[config.mk]
export PLATFORM = sky130hd
export DESIGN_NAME = fp_result_monitor_flat
export DESIGN_NICKNAME = d
export VERILOG_FILES = /design/src/rtl/fp_mon_pkg.sv /design/src/rtl/fp_result_monitor_if.sv /design/src/rtl/fp_mon_fifo.sv /design/src/rtl/fp_result_monitor.sv /design/src/flat_wrapper.sv
export SDC_FILE = /design/constraint.sdc
export NUM_CORES = 1
export LEC_CHECK = 0
export ABC_CLOCK_PERIOD_IN_PS = 8200
export CAP_MARGIN = 10
export CORE_ASPECT_RATIO = 0.6
export CORE_MARGIN = 5
export CORE_UTILIZATION = 63
export DETAILED_ROUTE_END_ITERATION = 10
export DONT_BUFFER_PORTS = 1
export PLACE_DENSITY = 0.87
export SLEW_MARGIN = 10
export SYNTH_ARGS = -nofsm -noshare
export SYNTH_HDL_FRONTEND = slang
export SYNTH_SLANG_ARGS = --single-unit
[constraint.sdc]
create_clock -name CLK -period 8.2 [get_ports CLK]
set_clock_uncertainty 0.1 [all_clocks]
set_input_delay 2.05 -clock CLK [delete_from_list [all_inputs] [get_ports CLK]]
set_output_delay 2.05 -clock CLK [all_outputs]
set_load 0.05 [all_outputs]
[src/rtl/fp_mon_pkg.sv]
// fp_mon_pkg: shared types, IEEE-754 field constants, MISR taps and helpers
// for the FPmul result monitor.
package fp_mon_pkg;

  // Result class of an IEEE-754 single-precision word (sign ignored).
  typedef enum logic [2:0] {
    ZERO = 3'd0,
    SUB  = 3'd1,
    INF  = 3'd2,
    NAN  = 3'd3,
    NORM = 3'd4
  } fp_class_e;

  // Read handshake states.
  typedef enum logic {
    IDLE = 1'b0,
    ACK  = 1'b1
  } rd_state_e;

  localparam int         NUM_CLASSES = 5;
  localparam int         EXP_MSB     = 30;
  localparam int         EXP_LSB     = 23;
  localparam int         MAN_W       = 23;
  localparam logic [7:0] EXP_ALL1    = 8'hFF;

  // MISR feedback taps.
  localparam int MISR_TAP_A = 31;
  localparam int MISR_TAP_B = 21;
  localparam int MISR_TAP_C = 1;
  localparam int MISR_TAP_D = 0;

  // Map a result word onto its class from the exponent/mantissa fields.
  function automatic fp_class_e fp_classify(input logic [31:0] z);
    logic [7:0]       e;
    logic [MAN_W-1:0] m;
    e = z[EXP_MSB:EXP_LSB];
    m = z[MAN_W-1:0];
    if (e == 8'h00) begin
      return (m == {MAN_W{1'b0}}) ? ZERO : SUB;
    end else if (e == EXP_ALL1) begin
      return (m == {MAN_W{1'b0}}) ? INF : NAN;
    end else begin
      return NORM;
    end
  endfunction

  // One MISR step: shift with XOR feedback, then fold in the new word.
  function automatic logic [31:0] misr_next(input logic [31:0] s, input logic [31:0] d);
    return {s[30:0], s[MISR_TAP_A] ^ s[MISR_TAP_B] ^ s[MISR_TAP_C] ^ s[MISR_TAP_D]} ^ d;
  endfunction

endpackage

[src/rtl/fp_result_monitor_if.sv]
// fp_result_monitor_if: capture strobe/data plus host read handshake.
interface fp_result_monitor_if;
  logic        EN;
  logic [31:0] FP_Z;
  logic        RD_REQ;
  logic        RD_ACK;
  logic [31:0] RD_DATA;
  logic        RD_EMPTY;

  modport master (output EN, output FP_Z, output RD_REQ,
                  input RD_ACK, input RD_DATA, input RD_EMPTY);
  modport slave  (input EN, input FP_Z, input RD_REQ,
                  output RD_ACK, output RD_DATA, output RD_EMPTY);
endinterface

[src/rtl/fp_mon_fifo.sv]
// fp_mon_fifo: result buffer with wrap-bit pointers. A pop in the same cycle
// as a push to a full buffer frees the slot, so the push is accepted.
module fp_mon_fifo #(
  parameter int DEPTH = 16,
  parameter int W     = 32
) (
  input  logic         clk,
  input  logic         rst,
  input  logic         push,
  input  logic         pop,
  input  logic [W-1:0] wdata,
  output logic [W-1:0] head,
  output logic         empty,
  output logic         full
);
  localparam int AW = $clog2(DEPTH);

  logic [AW:0]  wptr_r;
  logic [AW:0]  rptr_r;
  logic [W-1:0] mem_r [DEPTH];
  logic         rd_s;
  logic         wr_s;

  assign empty = (wptr_r == rptr_r);
  assign full  = (wptr_r[AW-1:0] == rptr_r[AW-1:0]) && (wptr_r[AW] != rptr_r[AW]);
  assign head  = mem_r[rptr_r[AW-1:0]];

  // Qualify pop/push against occupancy; pop makes room for a full push.
  always_comb begin
    rd_s = pop && !empty;
    wr_s = push && (!full || rd_s);
  end

  // Pointer advance on accepted operations.
  always_ff @(posedge clk or posedge rst) begin
    if (rst) begin
      wptr_r <= {(AW+1){1'b0}};
      rptr_r <= {(AW+1){1'b0}};
    end else begin
      if (wr_s) begin
        wptr_r <= wptr_r + {{AW{1'b0}}, 1'b1};
      end
      if (rd_s) begin
        rptr_r <= rptr_r + {{AW{1'b0}}, 1'b1};
      end
    end
  end

  // Storage write; contents are meaningless until pointers cover them.
  always_ff @(posedge clk) begin
    if (wr_s) begin
      mem_r[wptr_r[AW-1:0]] <= wdata;
    end
  end

endmodule

[src/rtl/fp_result_monitor.sv]
// fp_result_monitor: classifies each captured FPmul result, keeps saturating
// per-class counters, buffers results for a req/ack host reader and records
// dropped captures. Optional MISR signature on SIG when
// FP_RESULT_MONITOR_SIG_EN is defined; otherwise SIG is tied to zero.
module fp_result_monitor
  import fp_mon_pkg::*;
#(
  parameter int DEPTH = 16,
  parameter int CNT_W = 16
) (
  input  logic               CLK,
  input  logic               RST,
  fp_result_monitor_if.slave bus,
  output logic               DROP,
  output logic [CNT_W-1:0]   CNT_ZERO,
  output logic [CNT_W-1:0]   CNT_SUB,
  output logic [CNT_W-1:0]   CNT_INF,
  output logic [CNT_W-1:0]   CNT_NAN,
  output logic [CNT_W-1:0]   CNT_NORM,
  output logic [31:0]        SIG
);
  localparam logic [CNT_W-1:0] CNT_MAX = {CNT_W{1'b1}};
  localparam logic [CNT_W-1:0] CNT_ONE = {{(CNT_W-1){1'b0}}, 1'b1};

  fp_class_e              cls_s;
  logic [NUM_CLASSES-1:0] inc_s;
  logic [CNT_W-1:0]       cnt_r [NUM_CLASSES];
  rd_state_e              state_r;
  rd_state_e              state_nx_s;
  logic                   pop_s;
  logic                   empty_s;
  logic                   full_s;
  logic [31:0]            head_s;
  logic [31:0]            held_r;
  logic [31:0]            rd_data_r;
  logic                   rd_ack_r;
  logic                   drop_r;

  fp_mon_fifo #(.DEPTH(DEPTH), .W(32)) u_fifo (
    .clk   (CLK),
    .rst   (RST),
    .push  (bus.EN),
    .pop   (pop_s),
    .wdata (bus.FP_Z),
    .head  (head_s),
    .empty (empty_s),
    .full  (full_s)
  );

  assign cls_s        = fp_classify(bus.FP_Z);
  assign bus.RD_ACK   = rd_ack_r;
  assign bus.RD_DATA  = rd_data_r;
  assign bus.RD_EMPTY = empty_s;
  assign DROP         = drop_r;
  assign CNT_ZERO     = cnt_r[0];
  assign CNT_SUB      = cnt_r[1];
  assign CNT_INF      = cnt_r[2];
  assign CNT_NAN      = cnt_r[3];
  assign CNT_NORM     = cnt_r[4];

  // One-hot select of the counter bumped by this capture.
  always_comb begin
    inc_s = 5'b00000;
    if (bus.EN) begin
      case (cls_s)
        ZERO:    inc_s = 5'b00001;
        SUB:     inc_s = 5'b00010;
        INF:     inc_s = 5'b00100;
        NAN:     inc_s = 5'b01000;
        NORM:    inc_s = 5'b10000;
        default: inc_s = 5'b00000;
      endcase
    end else begin
      inc_s = 5'b00000;
    end
  end

  // Saturating class counters: hold at all-ones instead of wrapping.
  always_ff @(posedge CLK or posedge RST) begin
    if (RST) begin
      for (int i = 0; i < NUM_CLASSES; i++) begin
        cnt_r[i] <= {CNT_W{1'b0}};
      end
    end else begin
      for (int i = 0; i < NUM_CLASSES; i++) begin
        if (inc_s[i] && (cnt_r[i] != CNT_MAX)) begin
          cnt_r[i] <= cnt_r[i] + CNT_ONE;
        end
      end
    end
  end

  // Sticky drop flag: a capture into a full buffer with no same-cycle pop.
  always_ff @(posedge CLK or posedge RST) begin
    if (RST) begin
      drop_r <= 1'b0;
    end else if (bus.EN && full_s && !pop_s) begin
      drop_r <= 1'b1;
    end
  end

  // Read FSM state register.
  always_ff @(posedge CLK or posedge RST) begin
    if (RST) begin
      state_r <= IDLE;
    end else begin
      state_r <= state_nx_s;
    end
  end

  // Read FSM next state; the pop happens on the IDLE->ACK transition.
  always_comb begin
    state_nx_s = state_r;
    pop_s      = 1'b0;
    case (state_r)
      IDLE: begin
        if (bus.RD_REQ && !empty_s) begin
          state_nx_s = ACK;
          pop_s      = 1'b1;
        end else begin
          state_nx_s = IDLE;
        end
      end
      ACK:     state_nx_s = IDLE;
      default: state_nx_s = IDLE;
    endcase
  end

  // Hold the popped head, then present it together with the one-cycle ack.
  always_ff @(posedge CLK or posedge RST) begin
    if (RST) begin
      held_r    <= 32'h0000_0000;
      rd_data_r <= 32'h0000_0000;
      rd_ack_r  <= 1'b0;
    end else begin
      if (pop_s) begin
        held_r <= head_s;
      end
      if (state_r == ACK) begin
        rd_data_r <= held_r;
      end
      rd_ack_r <= (state_r == ACK);
    end
  end

`ifdef FP_RESULT_MONITOR_SIG_EN
  logic [31:0] sig_r;

  // MISR signature folding in every captured result.
  always_ff @(posedge CLK or posedge RST) begin
    if (RST) begin
      sig_r <= 32'h0000_0000;
    end else if (bus.EN) begin
      sig_r <= misr_next(sig_r, bus.FP_Z);
    end
  end

  assign SIG = sig_r;
`else
  assign SIG = 32'h0000_0000;
`endif

endmodule

[src/flat_wrapper.sv]
// flat-port wrapper written by rule: the top's interface ports become plain ports
module fp_result_monitor_flat import fp_mon_pkg::*;
#(
  parameter int DEPTH = 16,
  parameter int CNT_W = 16
)
  (CLK, RST, DROP, CNT_ZERO, CNT_SUB, CNT_INF, CNT_NAN, CNT_NORM, SIG, bus_EN, bus_FP_Z, bus_RD_REQ, bus_RD_ACK, bus_RD_DATA, bus_RD_EMPTY);
  fp_result_monitor_if bus_i ();
  input  logic CLK;
  input  logic RST;
  output logic DROP;
  output logic [CNT_W-1:0] CNT_ZERO;
  output logic [CNT_W-1:0] CNT_SUB;
  output logic [CNT_W-1:0] CNT_INF;
  output logic [CNT_W-1:0] CNT_NAN;
  output logic [CNT_W-1:0] CNT_NORM;
  output logic [31:0] SIG;
  input wire logic [$bits(bus_i.EN)-1:0] bus_EN;
  input wire logic [$bits(bus_i.FP_Z)-1:0] bus_FP_Z;
  input wire logic [$bits(bus_i.RD_REQ)-1:0] bus_RD_REQ;
  output wire logic [$bits(bus_i.RD_ACK)-1:0] bus_RD_ACK;
  output wire logic [$bits(bus_i.RD_DATA)-1:0] bus_RD_DATA;
  output wire logic [$bits(bus_i.RD_EMPTY)-1:0] bus_RD_EMPTY;
  assign bus_i.EN = bus_EN;
  assign bus_i.FP_Z = bus_FP_Z;
  assign bus_i.RD_REQ = bus_RD_REQ;
  assign bus_RD_ACK = bus_i.RD_ACK;
  assign bus_RD_DATA = bus_i.RD_DATA;
  assign bus_RD_EMPTY = bus_i.RD_EMPTY;
  fp_result_monitor #(.DEPTH(DEPTH), .CNT_W(CNT_W)) u_core (.CLK(CLK), .RST(RST), .bus(bus_i), .DROP(DROP), .CNT_ZERO(CNT_ZERO), .CNT_SUB(CNT_SUB), .CNT_INF(CNT_INF), .CNT_NAN(CNT_NAN), .CNT_NORM(CNT_NORM), .SIG(SIG));
endmodule
# Word level (Yosys, flattened, before mapping)
# Memory sizes are Yosys's and may differ from the RTL's. A register that Yosys moved wholly into a read port is not among the register bits.
# Cells that the tools add are included.
# word_totals
regBits	125
mem_bits_rw	512
in_bits	36
output_inout_bits	147
word_cells	62
mem_count	1
# classes
addsub	7
eq_ne	13
mux	11
bitwise_logic	1
reduce_logical	18
# memory_table
memory	depth	word_bits	rd	rd_clocked_by_memory_dff	wr	line_no	rtl
u_core.u_fifo.mem_r	16	32	1	1	1	fp_mon_fifo.sv:20	logic [W-1:0] mem_r [DEPTH];
# ops
op	count
adder 16 x 1 -> 16 bit, second input constant	5
inequality test 16 bit, second input constant	5
one-hot mux 5 bit (5 select lines)	1
zero test 23 bit	1
logical AND 1 bit	11
adder 5 x 1 -> 5 bit, second input constant	2
== test 8 bit, second input constant	1
zero test 8 bit	1
== test 3 x 2 -> 1 bit, second input constant	2
two-way mux 1 bit	6
two-way mux 3 bit	2
== test 5 bit	1
two-way mux 5 bit	1
== test 4 bit	1
== test 3 x 1 -> 1 bit, second input constant	1
== test 3 bit, second input constant	1
zero test 1 bit	3
zero test 3 bit	1
one-hot mux 1 bit (2 select lines)	1
logical OR 1 bit	1
inequality test 1 bit	1
inverter 1 bit	1

# Depth between registers and ports, before layout
# Gate-level depths: netlist (run 1).
# depth
depth_word	10
ltp_mapped	8
mapped_depth_nobuf	6

# Modules after synthesis
# From an unflattened synthesis (run 1), not the netlist that was laid out.
# unflattened
cells_unflattened	1385
hier_area_um2	26663.1
# modules_own_cells
mod	n_inst	cells_each	area_each_um2	seq_area_each_um2
fp_mon_fifo	1	854	20148.1	15625.0
fp_result_monitor	1	531	6515.0	3678.5

# Least setup slack after synthesis (run 1)
# Ideal clock, no wire load.
# synth_path
kind	input-to-reg
startpoint	input port bus_RD_REQ
endpoint	memory u_core.u_fifo.mem_r[0][0], enable pin
arrival_ps	5164
t_required_ps	7639
setup_slack_ps	2475
path_stages	6
n_path_buf	1
path_cell_list	nor2b_1 nor2_1 a21boi_1 clkbuf_1 nand2_1 nor3_1
# synth_via
elab_chain_cells	8
# synth_lines
item	line_no	rtl
start: declaration	flat_wrapper.sv:20	input wire logic [$bits(bus_i.RD_REQ)-1:0] bus_RD_REQ;
logical AND 1 bit	fp_result_monitor.sv:117	if (bus.RD_REQ && !empty_s) begin
two-way mux 1 bit	fp_result_monitor.sv:117	
two-way mux 1 bit	fp_result_monitor.sv:115	case (state_r)
logical AND 1 bit	fp_mon_fifo.sv:30	rd_s = pop && !empty;
logical OR 1 bit	fp_mon_fifo.sv:31	wr_s = push && (!full || rd_s);
logical AND 1 bit	fp_mon_fifo.sv:31	
two-way mux 1 bit	fp_mon_fifo.sv:51	if (wr_s) begin
two-way mux 1 bit (not written as such)	fp_mon_fifo.sv:52	mem_r[wptr_r[AW-1:0]] <= wdata;
end: declaration	fp_mon_fifo.sv:20	
# Every way passes these cells.

# Worst setup path after layout (run 1)
# layout_path
startpoint	register u_core.u_fifo.rptr_r[0]
endpoint	output port bus_RD_EMPTY
# layout_via
elab_chain_cells	1
# layout_lines
item	line_no	rtl
start: declaration	fp_mon_fifo.sv:19	logic [AW:0] rptr_r;
start signal: assignment	fp_mon_fifo.sv:38	rptr_r <= {(AW+1){1'b0}};
start signal: assignment	fp_mon_fifo.sv:44	rptr_r <= rptr_r + {{AW{1'b0}}, 1'b1};
== test 5 bit	fp_mon_fifo.sv:24	assign empty = (wptr_r == rptr_r);
end: declaration	flat_wrapper.sv:23	output wire logic [$bits(bus_i.RD_EMPTY)-1:0] bus_RD_EMPTY;
# Every way passes these cells.

==> run_summary.xml, run 1 <==
<?xml version="1.0" encoding="UTF-8"?>
<metrics>
  <group name="clock_network">
    <metric name="clkLatencyLatePin" unit="ps">600</metric>
    <metric name="h-tree-depth" unit="">2</metric>
    <metric name="cts-hold-fix-buffers" unit="">0</metric>
    <metric name="clock_tree.root_cell" unit="">sky130_fd_sc_hd__clkbuf_16</metric>
    <metric name="ctsResizeCount" unit="">0</metric>
    <metric name="postCtsSetupBuffers" unit="">0</metric>
    <metric name="clock_sinks" unit="">669</metric>
    <metric name="clock_path_buffers" unit="">3</metric>
    <metric name="worst_setup_hold_path_clk_slew" unit="ps">70</metric>
    <metric name="tritoncts" unit="">built</metric>
    <metric name="cts_inserted_buffers" unit="">55</metric>
  </group>
  <group name="timing">
    <metric name="slew_viol_final" unit="">0</metric>
    <metric name="fin_ws" unit="ps">2898</metric>
    <metric name="worst_slew_margin_rel" unit="%">24.31</metric>
    <metric name="hold_slack" unit="ps">392.4</metric>
    <metric name="fmaxAchievable" unit="MHz">188.6</metric>
    <metric name="transition_time_at_the_pin_with_the_least_slew_margin" unit="ps">1135</metric>
    <metric name="rsz0062_at_grt" unit="">no</metric>
    <metric name="finalSetupTns" unit="ps">0</metric>
    <metric name="setup_violations" unit="">0</metric>
    <metric name="final-hold-violation-count" unit="">0</metric>
    <metric name="min_period" unit="ps">5302</metric>
    <metric name="min_period_over_period" unit="%">64.66</metric>
  </group>
  <group name="synth">
    <metric name="post_synth_most_frequent_cells" unit="">sky130_fd_sc_hd__edfxtp_1, sky130_fd_sc_hd__nand2_1, sky130_fd_sc_hd__dfrtp_1</metric>
    <metric name="syn_area" unit="mm^2">0.02662</metric>
    <metric name="synth_most_common_cell" unit="">sky130_fd_sc_hd__edfxtp_1</metric>
    <metric name="synthesis.instances" unit="">1562</metric>
    <metric name="ys_top_cells_by_area" unit="">sky130_fd_sc_hd__edfxtp_1, sky130_fd_sc_hd__dfrtp_1, sky130_fd_sc_hd__mux4_2</metric>
    <metric name="synth_top_flop_cell" unit="">sky130_fd_sc_hd__edfxtp_1</metric>
    <metric name="synth_seq_area_share" unit="%">72.52</metric>
    <metric name="ys_types" unit="">49</metric>
    <metric name="synth_area_per_cell" unit="um^2">17.04</metric>
    <metric name="post-synth-top-area-cell" unit="">sky130_fd_sc_hd__edfxtp_1</metric>
    <metric name="ys_seq_elements" unit="">669</metric>
    <metric name="synth_enable_flop_cells" unit="">512</metric>
    <metric name="synth_largest_type_area_fraction" unit="%">57.76</metric>
    <metric name="async_flop_share" unit="%">23.47</metric>
    <metric name="synth_warnings" unit="">0</metric>
  </group>
  <group name="routing">
    <metric name="wirelength_met1" unit="um">23240</metric>
    <metric name="met3RoutedLength" unit="um">5746</metric>
    <metric name="routed_via_density" unit="">6.606</metric>
    <metric name="wl_met2" unit="um">28700</metric>
    <metric name="drt_iter0_drc" unit="">1740</metric>
    <metric name="post-route-drc-count" unit="">0</metric>
    <metric name="highest-signal-layer" unit="">met4</metric>
    <metric name="final_antenna_net_count" unit="">0</metric>
    <metric name="post_drt_wl_per_cell" unit="um">27.34</metric>
    <metric name="totalWireLength" unit="um">59650</metric>
    <metric name="vias" unit="">14420</metric>
    <metric name="drtPass1Iterations" unit="">5</metric>
  </group>
  <group name="die">
    <metric name="core-area" unit="mm^2">0.04180</metric>
    <metric name="die_x" unit="um">275.4</metric>
    <metric name="rows" unit="">58</metric>
    <metric name="initial_utilization" unit="%">63.68</metric>
    <metric name="vertical_die_dimension" unit="um">169.2</metric>
    <metric name="design.die.area" unit="mm^2">0.04659</metric>
    <metric name="ports" unit="">183</metric>
  </group>
  <group name="pwr">
    <metric name="power_switching_share" unit="%">32.87</metric>
    <metric name="total_leakage_power" unit="nW">10.23</metric>
    <metric name="power-per-cell-area" unit="mW/mm^2">337.4</metric>
    <metric name="seq_power_share" unit="%">49.4</metric>
    <metric name="power_frac_clock" unit="%">27.3</metric>
    <metric name="intPower" unit="mW">6.563</metric>
    <metric name="relative_contribution_of_combinational_cells_to_total_power" unit="%">23.3</metric>
    <metric name="vdd_drop_max" unit="V">0.0002499</metric>
    <metric name="power_switching" unit="mW">3.213</metric>
    <metric name="report.power.total" unit="mW">9.776</metric>
  </group>
  <group name="cells_and_area">
    <metric name="drive_gt1_share" unit="%">16.94</metric>
    <metric name="n_fill_cell" unit="">2543</metric>
    <metric name="multiInputGateArea" unit="mm^2">0.006913</metric>
    <metric name="antenna_cells" unit="">0</metric>
    <metric name="finish.cell_count_without_fillers" unit="">2182</metric>
    <metric name="register_area" unit="mm^2">0.01931</metric>
    <metric name="fin_nets" unit="">1612</metric>
    <metric name="area_delta_synth_final" unit="%">8.847</metric>
    <metric name="fin_area" unit="mm^2">0.02897</metric>
    <metric name="utilization" unit="%">69.31</metric>
  </group>
  <group name="setup_path">
    <metric name="crit_required" unit="ps">6050</metric>
    <metric name="crit_family" unit="">simple AND/OR/NAND/NOR gates</metric>
    <metric name="timing.critical_path.slowest_stage_cell" unit="">sky130_fd_sc_hd__dfrtp_4</metric>
    <metric name="r2r_setup_slack" unit="ps">4250</metric>
    <metric name="timing.critical_path.to_type" unit="">output pin</metric>
    <metric name="cp.depth" unit="">3</metric>
    <metric name="worst_setup_path_start_kind" unit="">register</metric>
    <metric name="critical_path_class" unit="">register to output pin</metric>
    <metric name="critPathArrivalTime" unit="ps">3150</metric>
    <metric name="reg2reg_to" unit="">u_core.u_fifo.mem_r[13][26]</metric>
    <metric name="critPathBufInv" unit="">0</metric>
    <metric name="critical-path-max-stage-delay" unit="ps">1030</metric>
    <metric name="worst_r2r_path_depth" unit="">5</metric>
    <metric name="crit_chain" unit="">xor2_1, nor4_1, and2_1</metric>
    <metric name="setup.worst_path.end" unit="">bus_RD_EMPTY</metric>
    <metric name="worst_r2r_startpoint" unit="">u_core.u_fifo.rptr_r[0]</metric>
    <metric name="critical_path.startpoint" unit="">u_core.u_fifo.rptr_r[0]</metric>
    <metric name="worstPathMaxFanout" unit="">47</metric>
  </group>
  <group name="grt">
    <metric name="first_global_vias" unit="">14500</metric>
    <metric name="grt_max_degree" unit="">119</metric>
    <metric name="grt_use_total" unit="%">25.43</metric>
    <metric name="overflow" unit="">0</metric>
    <metric name="global_route_wire_length_before_repair" unit="um">89380</metric>
    <metric name="antenna_found_initial" unit="">0</metric>
  </group>
  <group name="placed_design">
    <metric name="placed_cell_area" unit="mm^2">0.02714</metric>
    <metric name="place_ws" unit="ps">3445</metric>
    <metric name="gp_congestion" unit="">0.8304</metric>
    <metric name="dpl.hpwl" unit="um">32540</metric>
    <metric name="post-place-cells" unit="">2079</metric>
    <metric name="portBuffers" unit="">0</metric>
  </group>
  <group name="run_status">
    <metric name="status" unit="">finished, final reports clean</metric>
  </group>
  <group name="run">
    <metric name="timing.max_cap.violations" unit="">0</metric>
  </group>
  <group name="worst_hold_path">
    <metric name="min-delay-path-class" unit="">register to register</metric>
  </group>
</metrics>
sequential cells by signal, summed over array words and instances (netlist names):
signal                flops
u_core.DROP               1
u_core.bus.RD_DATA       32
u_core.u_fifo.mem_r     512
u_core.state_r            1
u_core.u_fifo.wptr_r      5
u_core.CNT_SUB           16
u_core.u_fifo.rptr_r      5
u_core.CNT_INF           16
u_core.CNT_ZERO          16
u_core.CNT_NAN           16
u_core.held_r            32
u_core.CNT_NORM          16
u_core.bus.RD_ACK         1
cells in the final DEF, fill, tap and decap left out, types with 36 or more instances in the layout:
cell / n
sky130_fd_sc_hd__xor2_1: 36
sky130_fd_sc_hd__mux4_2: 96
sky130_fd_sc_hd__mux2_2: 37
sky130_fd_sc_hd__xnor2_1: 50
sky130_fd_sc_hd__edfxtp_1: 512
sky130_fd_sc_hd__nor2_1: 45
sky130_fd_sc_hd__dfrtp_1: 153
sky130_fd_sc_hd__clkbuf_16: 57
sky130_fd_sc_hd__mux2i_1: 64
sky130_fd_sc_hd__nand2_1: 166
logic make-up (layout without fill, tap and decap cells):
logic type / Yosys count / count (layout) / share of synthesized area [%]
other cells: 1 / 32 / 0.01409
flops: 669 / 669 / 72.52
buf+inv: 114 / 133 / 2.200
compound gates: 110 / 110 / 2.839
simple gates: 373 / 373 / 6.943
mux: 199 / 199 / 12.18
xor+xnor: 86 / 86 / 2.830
fa+ha+maj: 10 / 10 / 0.4701
per-layer routing:
layer | global-route usage, % | vias up
met2 | 40.20 | 810
met4 | 7.676 | 0
li1 | - | 5990
met5 | 0 | -
met3 | 5.581 | 144
met1 | 36.68 | 7471
worst min-delay path by stage:
stage	end	slack (ps)	depth (start not counted)	from
5_1_grt	u_core.u_fifo.wptr_r[4]	430	1	u_core.u_fifo.wptr_r[4]
2_1_floorplan	u_core.bus.RD_ACK	250	0	u_core.state_r
3_3_place_gp	u_core.u_fifo.wptr_r[4]	380	1	u_core.u_fifo.wptr_r[4]
3_5_place_dp	u_core.u_fifo.wptr_r[4]	380	1	u_core.u_fifo.wptr_r[4]
6_report	u_core.u_fifo.rptr_r[4]	390	1	u_core.u_fifo.rptr_r[4]
4_1_cts	u_core.u_fifo.wptr_r[4]	400	1	u_core.u_fifo.wptr_r[4]
worst reg2reg max path: stages, from the launching register on:
cell and delay [ps]:
sky130_fd_sc_hd__dfrtp_4 1030, sky130_fd_sc_hd__xor2_1 250, sky130_fd_sc_hd__nor4_1 140, sky130_fd_sc_hd__a21boi_1 810
sky130_fd_sc_hd__nand2_1 310, sky130_fd_sc_hd__nor2_4 870
power by group through the flow:
stage / Clock (mW) / Sequential (mW) / Combinational, mW
2_1_floorplan: 0 / 4.67 / 1.81
3_3_place_gp: 0 / 4.86 / 2.15
3_5_place_dp: 0 / 4.89 / 2.23
4_1_cts: 2.69 / 4.83 / 2.28
5_1_grt: 2.84 / 4.87 / 2.45
6_report: 2.67 / 4.83 / 2.28
final cells by class:
class                   instances  share of cell area, %
flip-flops and latches        669                  66.66
multi-input cells             810                  23.86
clock buffers                  84                  5.679
well taps                     570                  2.462
clock inverters                19                 0.6392
repair buffers                 19                 0.5355
inverters                      11                 0.1598
Power figures use the tool's default switching activity.
==> inputs of run 2 (changes only) <==
- ABC_CLOCK_PERIOD_IN_PS: 8200 -> 4300
- CORE_UTILIZATION: 63 -> 57
- PLACE_DENSITY: 0.87 -> 0.83
- clock period: 8.2 -> 4.3 ns (I/O delays scaled with it)
==> run 2 against run 1 <==
  * Combinational power up 100%
  * Die area increased by 10%
  * Non-clock buffer count grew 29
  * First-iteration DRC count rose by 0.98%
  * Clock power increased by 89%
  * Cell area increased by 1.5%
  * Critical path depth rose by 2
  * Clock-buffer cell count down 11
  * Flip-flop and latch count unchanged
  * Critical endpoint unchanged
  * Largest cell class unchanged
  * Highest routed layer unchanged
==> run_summary.xml, run 2 (synthesis gave the netlist of run 1 again) <==
<?xml version="1.0" encoding="UTF-8"?>
<metrics>
  <group name="setup_path">
    <metric name="cp.depth" unit="">5</metric>
    <metric name="r2r_setup_slack" unit="ps">1240</metric>
    <metric name="crit_chain" unit="">xor2_1, nor4_1, buf_4, and2_1, buf_12</metric>
    <metric name="critical_path_class" unit="">register to output pin</metric>
    <metric name="worst_r2r_startpoint" unit="">u_core.u_fifo.wptr_r[2]</metric>
    <metric name="critical-path-max-stage-delay" unit="ps">770</metric>
    <metric name="worst_r2r_path_depth" unit="">7</metric>
    <metric name="worstPathMaxFanout" unit="">11</metric>
    <metric name="critical_path.startpoint" unit="">u_core.u_fifo.wptr_r[2]</metric>
    <metric name="reg2reg_to" unit="">u_core.u_fifo.mem_r[7][3]</metric>
    <metric name="setup.worst_path.end" unit="">bus_RD_EMPTY</metric>
    <metric name="crit_required" unit="ps">3120</metric>
    <metric name="critPathArrivalTime" unit="ps">2380</metric>
    <metric name="timing.critical_path.to_type" unit="">output pin</metric>
    <metric name="critPathBufInv" unit="">2</metric>
    <metric name="worst_setup_path_start_kind" unit="">register</metric>
    <metric name="timing.critical_path.slowest_stage_cell" unit="">sky130_fd_sc_hd__dfrtp_1</metric>
    <metric name="crit_family" unit="">flip-flops</metric>
  </group>
  <group name="die">
    <metric name="design.die.area" unit="mm^2">0.05126</metric>
    <metric name="rows" unit="">61</metric>
    <metric name="ports" unit="">183</metric>
    <metric name="vertical_die_dimension" unit="um">177.4</metric>
    <metric name="initial_utilization" unit="%">57.55</metric>
    <metric name="core-area" unit="mm^2">0.04625</metric>
    <metric name="die_x" unit="um">289.0</metric>
  </group>
  <group name="clock_network">
    <metric name="clock_path_buffers" unit="">3</metric>
    <metric name="cts-hold-fix-buffers" unit="">0</metric>
    <metric name="tritoncts" unit="">built</metric>
    <metric name="clock_sinks" unit="">669</metric>
    <metric name="clkLatencyLatePin" unit="ps">600</metric>
    <metric name="h-tree-depth" unit="">2</metric>
    <metric name="worst_setup_hold_path_clk_slew" unit="ps">70</metric>
    <metric name="postCtsSetupBuffers" unit="">0</metric>
    <metric name="ctsResizeCount" unit="">0</metric>
    <metric name="cts_inserted_buffers" unit="">57</metric>
    <metric name="clock_tree.root_cell" unit="">sky130_fd_sc_hd__clkbuf_16</metric>
  </group>
  <group name="placed_design">
    <metric name="gp_congestion" unit="">0.8126</metric>
    <metric name="dpl.hpwl" unit="um">35740</metric>
    <metric name="post-place-cells" unit="">2168</metric>
    <metric name="portBuffers" unit="">0</metric>
  </group>
  <group name="cells_and_area">
    <metric name="area_delta_synth_final" unit="%">10.52</metric>
    <metric name="largest_reg_flops" unit="">512</metric>
    <metric name="finish.cell_count_without_fillers" unit="">2274</metric>
    <metric name="utilization" unit="%">63.60</metric>
    <metric name="layout.cells.most_common" unit="">sky130_fd_sc_hd__edfxtp_1</metric>
    <metric name="mostFrequentLayoutCells" unit="">sky130_fd_sc_hd__edfxtp_1, sky130_fd_sc_hd__nand2_1, sky130_fd_sc_hd__dfrtp_1</metric>
    <metric name="fin_nets" unit="">1643</metric>
    <metric name="drive_gt1_share" unit="%">18.73</metric>
    <metric name="antenna_cells" unit="">0</metric>
  </group>
  <group name="grt">
    <metric name="antenna_found_initial" unit="">0</metric>
    <metric name="first_global_vias" unit="">14700</metric>
    <metric name="global_route_wire_length_before_repair" unit="um">92320</metric>
    <metric name="overflow" unit="">0</metric>
    <metric name="grt_use_total" unit="%">23.79</metric>
    <metric name="grt_max_degree" unit="">101</metric>
  </group>
  <group name="routing">
    <metric name="routed_via_density" unit="">6.399</metric>
    <metric name="post-route-drc-count" unit="">0</metric>
    <metric name="post_drt_wl_per_cell" unit="um">26.59</metric>
    <metric name="drt_iter0_drc" unit="">1757</metric>
    <metric name="final_antenna_net_count" unit="">0</metric>
    <metric name="drtPass1Iterations" unit="">8</metric>
    <metric name="totalWireLength" unit="um">60460</metric>
    <metric name="vias" unit="">14550</metric>
  </group>
  <group name="timing">
    <metric name="setup_violations" unit="">0</metric>
    <metric name="transition_time_at_the_pin_with_the_least_slew_margin" unit="ps">1006</metric>
    <metric name="final-hold-violation-count" unit="">0</metric>
    <metric name="rsz0062_at_grt" unit="">no</metric>
    <metric name="min_period_over_period" unit="%">82.75</metric>
    <metric name="worst_slew_margin_rel" unit="%">32.84</metric>
    <metric name="fmaxAchievable" unit="MHz">281.1</metric>
    <metric name="slew_viol_final" unit="">0</metric>
    <metric name="min_period" unit="ps">3558</metric>
    <metric name="finalSetupTns" unit="ps">0</metric>
  </group>
  <group name="pwr">
    <metric name="power-per-cell-area" unit="mW/mm^2">638.1</metric>
    <metric name="total_leakage_power" unit="nW">10.41</metric>
    <metric name="vdd_drop_max" unit="V">0.0004011</metric>
  </group>
  <group name="run_status">
    <metric name="status" unit="">finished, final reports clean</metric>
  </group>
  <group name="worst_hold_path">
    <metric name="min-delay-path-class" unit="">input pin to async pin</metric>
  </group>
  <group name="run">
    <metric name="timing.max_cap.violations" unit="">0</metric>
  </group>
</metrics>
-- run 2: changes by cell type in the layout (fill, tap and decap cells not counted), moves of 2 or more --
cell	before	now
sky130_fd_sc_hd__clkbuf_8	11	7
sky130_fd_sc_hd__clkinvlp_4	1	5
sky130_fd_sc_hd__buf_4	18	36
sky130_fd_sc_hd__clkbuf_4	2	0
sky130_fd_sc_hd__clkbuf_1	14	9
sky130_fd_sc_hd__clkinv_1	2	5
sky130_fd_sc_hd__nor3_4	0	4
sky130_fd_sc_hd__inv_6	2	0
sky130_fd_sc_hd__buf_12	1	12
sky130_fd_sc_hd__nor3_2	4	0
sky130_fd_sc_hd__clkinv_2	11	18
-- run 2: area by class of cell --
| type | instances | area [um^2] |
|---|---|---|
| clock buffers | 73 | 1556 |
| clock inverters | 33 | 262.8 |
| fillers | 3017 | 16840 |
| inverters | 11 | 45.04 |
| multi-input cells | 810 | 6938 |
| flip-flops and latches | 669 | 19310 |
| well taps | 630 | 788.3 |
| repair buffers | 48 | 510.5 |
-- run 2: worst min path at each step --
stage / start / endpoint / slack (ps) / depth (start not counted)
2_1_floorplan: u_core.state_r / u_core.bus.RD_ACK / 250 / 0
4_1_cts: RST / u_core.CNT_ZERO[10] / 170 / 1
3_5_place_dp: u_core.held_r[2] / u_core.bus.RD_DATA[2] / 400 / 1
3_3_place_gp: u_core.u_fifo.wptr_r[4] / u_core.u_fifo.wptr_r[4] / 380 / 1
5_1_grt: RST / u_core.CNT_ZERO[10] / 170 / 1
6_report: RST / u_core.CNT_ZERO[10] / 180 / 1
-- run 2: through the flow --
stage	setup WS, ps	power (mW)	instance area, um^2	hold slack [ps]
2_1_floorplan	402.9	12.36	26760	251.9
3_3_place_gp	785.0	13.59	27600	382.7
3_5_place_dp	774.8	13.79	27600	395.1
4_1_cts	730.3	18.81	29420	166.4
5_1_grt	653.7	19.54	29420	171.5
6_report	741.9	18.77	29420	176.7
-- run 2: report_power, final --
| part | switching, mW | internal (mW) | total [mW] |
|---|---|---|---|
| logic | 2.71 | 1.95 | 4.66 |
| registers | 1.21 | 7.85 | 9.06 |
| clock network | 2.30 | 2.75 | 5.05 |
| total | 6.22 | 12.5 | 18.8 |
-- run 2: metal layers --
layer / track usage (%) / share of wire, %
met5: 0 / 0
met2: 36.91 / 47
met4: 5.476 / 2.2
met3: 5.494 / 11
met1: 35.18 / 39
==> RTL change, RTL diff (settings of run 2) <==
The option `FP_RESULT_MONITOR_SIG_EN` is turned on by a define.
--- a/src/rtl/fp_result_monitor.sv
+++ b/src/rtl/fp_result_monitor.sv
@@ -4,2 +4,4 @@
 // FP_RESULT_MONITOR_SIG_EN is defined; otherwise SIG is tied to zero.
+`define FP_RESULT_MONITOR_SIG_EN
+
 module fp_result_monitor
Formal check against the unedited RTL: not equivalent (a bounded check fails within 4 cycles, from zero or initial values and one cycle with RST high).
==> RTL change against run 2 <==
  * Final cell count up 4.2%
  * Final area up 4.1%
  * Routed wire length up 6.5%
  * Via count up 4.7%
  * Clock power up 5.9%
  * Highest routed layer is now met5
  * Sequential power up 8.1%
  * Setup slack worse by 100 ps
  * Critical path depth unchanged
  * Synthesized area up 4.4%
  * Fmax down 2.8%
  * Total power up 6.1%
  * Sequential cell count up 32
  * Sequential share of layout area about the same
  * Non-clock buffer count down 14
==> RTL change: results (changes against run 2) <==
- Status: completed
- Non-filler cells, final: 2370 (+4.2%)
- WL/cell: 27.2 um (+2.1%)
- Sequential-to-total area share from yosys stat: 0.724 (-0.00145)
- Final net count: 1725 (+5.0%)
- Internal power: 13200 uW (+5.2%)
- Post-Place Cells: 2257 (+4.1%)
- Layout cells sized above 1: 0.169 (-0.0179)
- Drt first pass iters: 5 (-3)
- H-tree levels: 2 (unchanged)
- Largest net degree at the start of global routing: 111 (+9.9%)
- CTS buffer count: 60 (+5.3%)
- Yosys Warn Count: 0 (unchanged)
- Max Slew Vio Count: 0 (unchanged)
- DRT iter0 DRCs: 1920 (+9.3%)
- First-pass GRT wire length: 97700 um (+5.8%)
- Max FFs per register: 512 (unchanged)
- Worst ir drop on vdd: 0.000438 V (+9.3%)
- Worst R2R End: u_core.u_fifo.mem_r[3][23]
- Leak: 0.0107 uW (+2.7%)
- Post-Syn Nets: 1710
- CTS resizes: 0 (unchanged)
- Largest cells by area after synthesis: edfxtp_1 (55%), dfrtp_1 (17%), mux4_2 (7.8%)
- Flop2flop setup slack: 680 ps (-560 ps)
- Slew of the pin with the lowest slew margin: 1280 ps (+276 ps)
- WP data arrival: 2490 ps (+110 ps)
- Tot GR Track Use: 0.241 (+0.00316)
- Via density: 6.43 (+0.47%)
- GPL Wtd Cong: 0.842 (+3.6%)
- FFs w/ async S/R, synth: 0.270 (+0.0349)
- Vias in the first global route: 15300 (+4.0%)
- PnR worst setup slack: 639 ps (-103 ps)
- Place WS: 536 ps (-239 ps)
- Post-DP HPWL: 37900 um (+6.1%)
- Hold crit path type: register to register
- Clock Pin Slew Worst Setup and Hold Paths: 70 ps (about the same)
- Post-DP Area: 28700 sq um (+4.0%)
- Initial antenna violation count: 3 (+3)
- CP Class: register to primary output
- Syn Area/Cell: 16.7 sq um (-2.0%)
- Root Buffer: clkbuf_16
- Most frequent cells after synthesis: edfxtp_1 (512), dfrtp_1 (189), nand2_1 (162)
RTL change: power groups by stage:
stage                     Sequential, uW  Combinational [uW]  Clock [uW]
after CTS                           9800                4770        5390
after floorplan                     9630                3530           0
final                               9790                4770        5350
after global placement              9890                4590           0
after global routing                9870                5180        5680
after detailed placement            9950                4700           0
RTL change: final cells by class:
cell class | instances | area (sq um)
flip-flops and latches | 701 | 20100
clock inverters | 27 | 234
diodes | 1 | 2.50
well taps | 640 | 801
repair buffers | 34 | 355
inverters | 9 | 37.5
clock buffers | 85 | 1690
fillers | 3119 | 17400
multi-input cells | 873 | 7400
RTL change: worst min-delay path by stage:
stage                                  startpoint                       to  slack [ps]  depth (start not counted)
after detailed placement  u_core.u_fifo.wptr_r[4]  u_core.u_fifo.wptr_r[4]         390                          1
after floorplan                    u_core.state_r        u_core.bus.RD_ACK         250                          0
after global routing      u_core.u_fifo.wptr_r[4]  u_core.u_fifo.wptr_r[4]         420                          1
after CTS                 u_core.u_fifo.wptr_r[4]  u_core.u_fifo.wptr_r[4]         400                          1
after global placement    u_core.u_fifo.rptr_r[4]  u_core.u_fifo.rptr_r[4]         380                          1
final                     u_core.u_fifo.wptr_r[4]  u_core.u_fifo.wptr_r[4]         400                          1
RTL change: per-layer routing:
metal,part of all wire,track usage
met3,0.10,0.0596
met5,0.00031,0
met2,0.48,0.379
met1,0.39,0.347
met4,0.024,0.0596
RTL change: stage by stage:
step	util	power (uW)
5_1_grt	0.638	20700
3_5_place_dp	0.598	14600
2_1_floorplan	-	13200
6_report	0.638	19900
3_3_place_gp	0.598	14500
4_1_cts	0.638	20000
RTL change: critical path: stages, from the launching register on:
cell	delay, ps
dfrtp_1	720
xor2_1	150
nor4_1	440
buf_4	230
and2_1	190
buf_12	150
RTL change: cell families after synthesis:
family                   synth area share
AO/OA/AOI/OAI                      0.0320
flip-flops                          0.724
multiplexers                        0.116
adder cells (fa/ha/maj)           0.00450
buffers and inverters              0.0136
AND/OR/NAND/NOR                    0.0710
XOR/XNOR                           0.0388
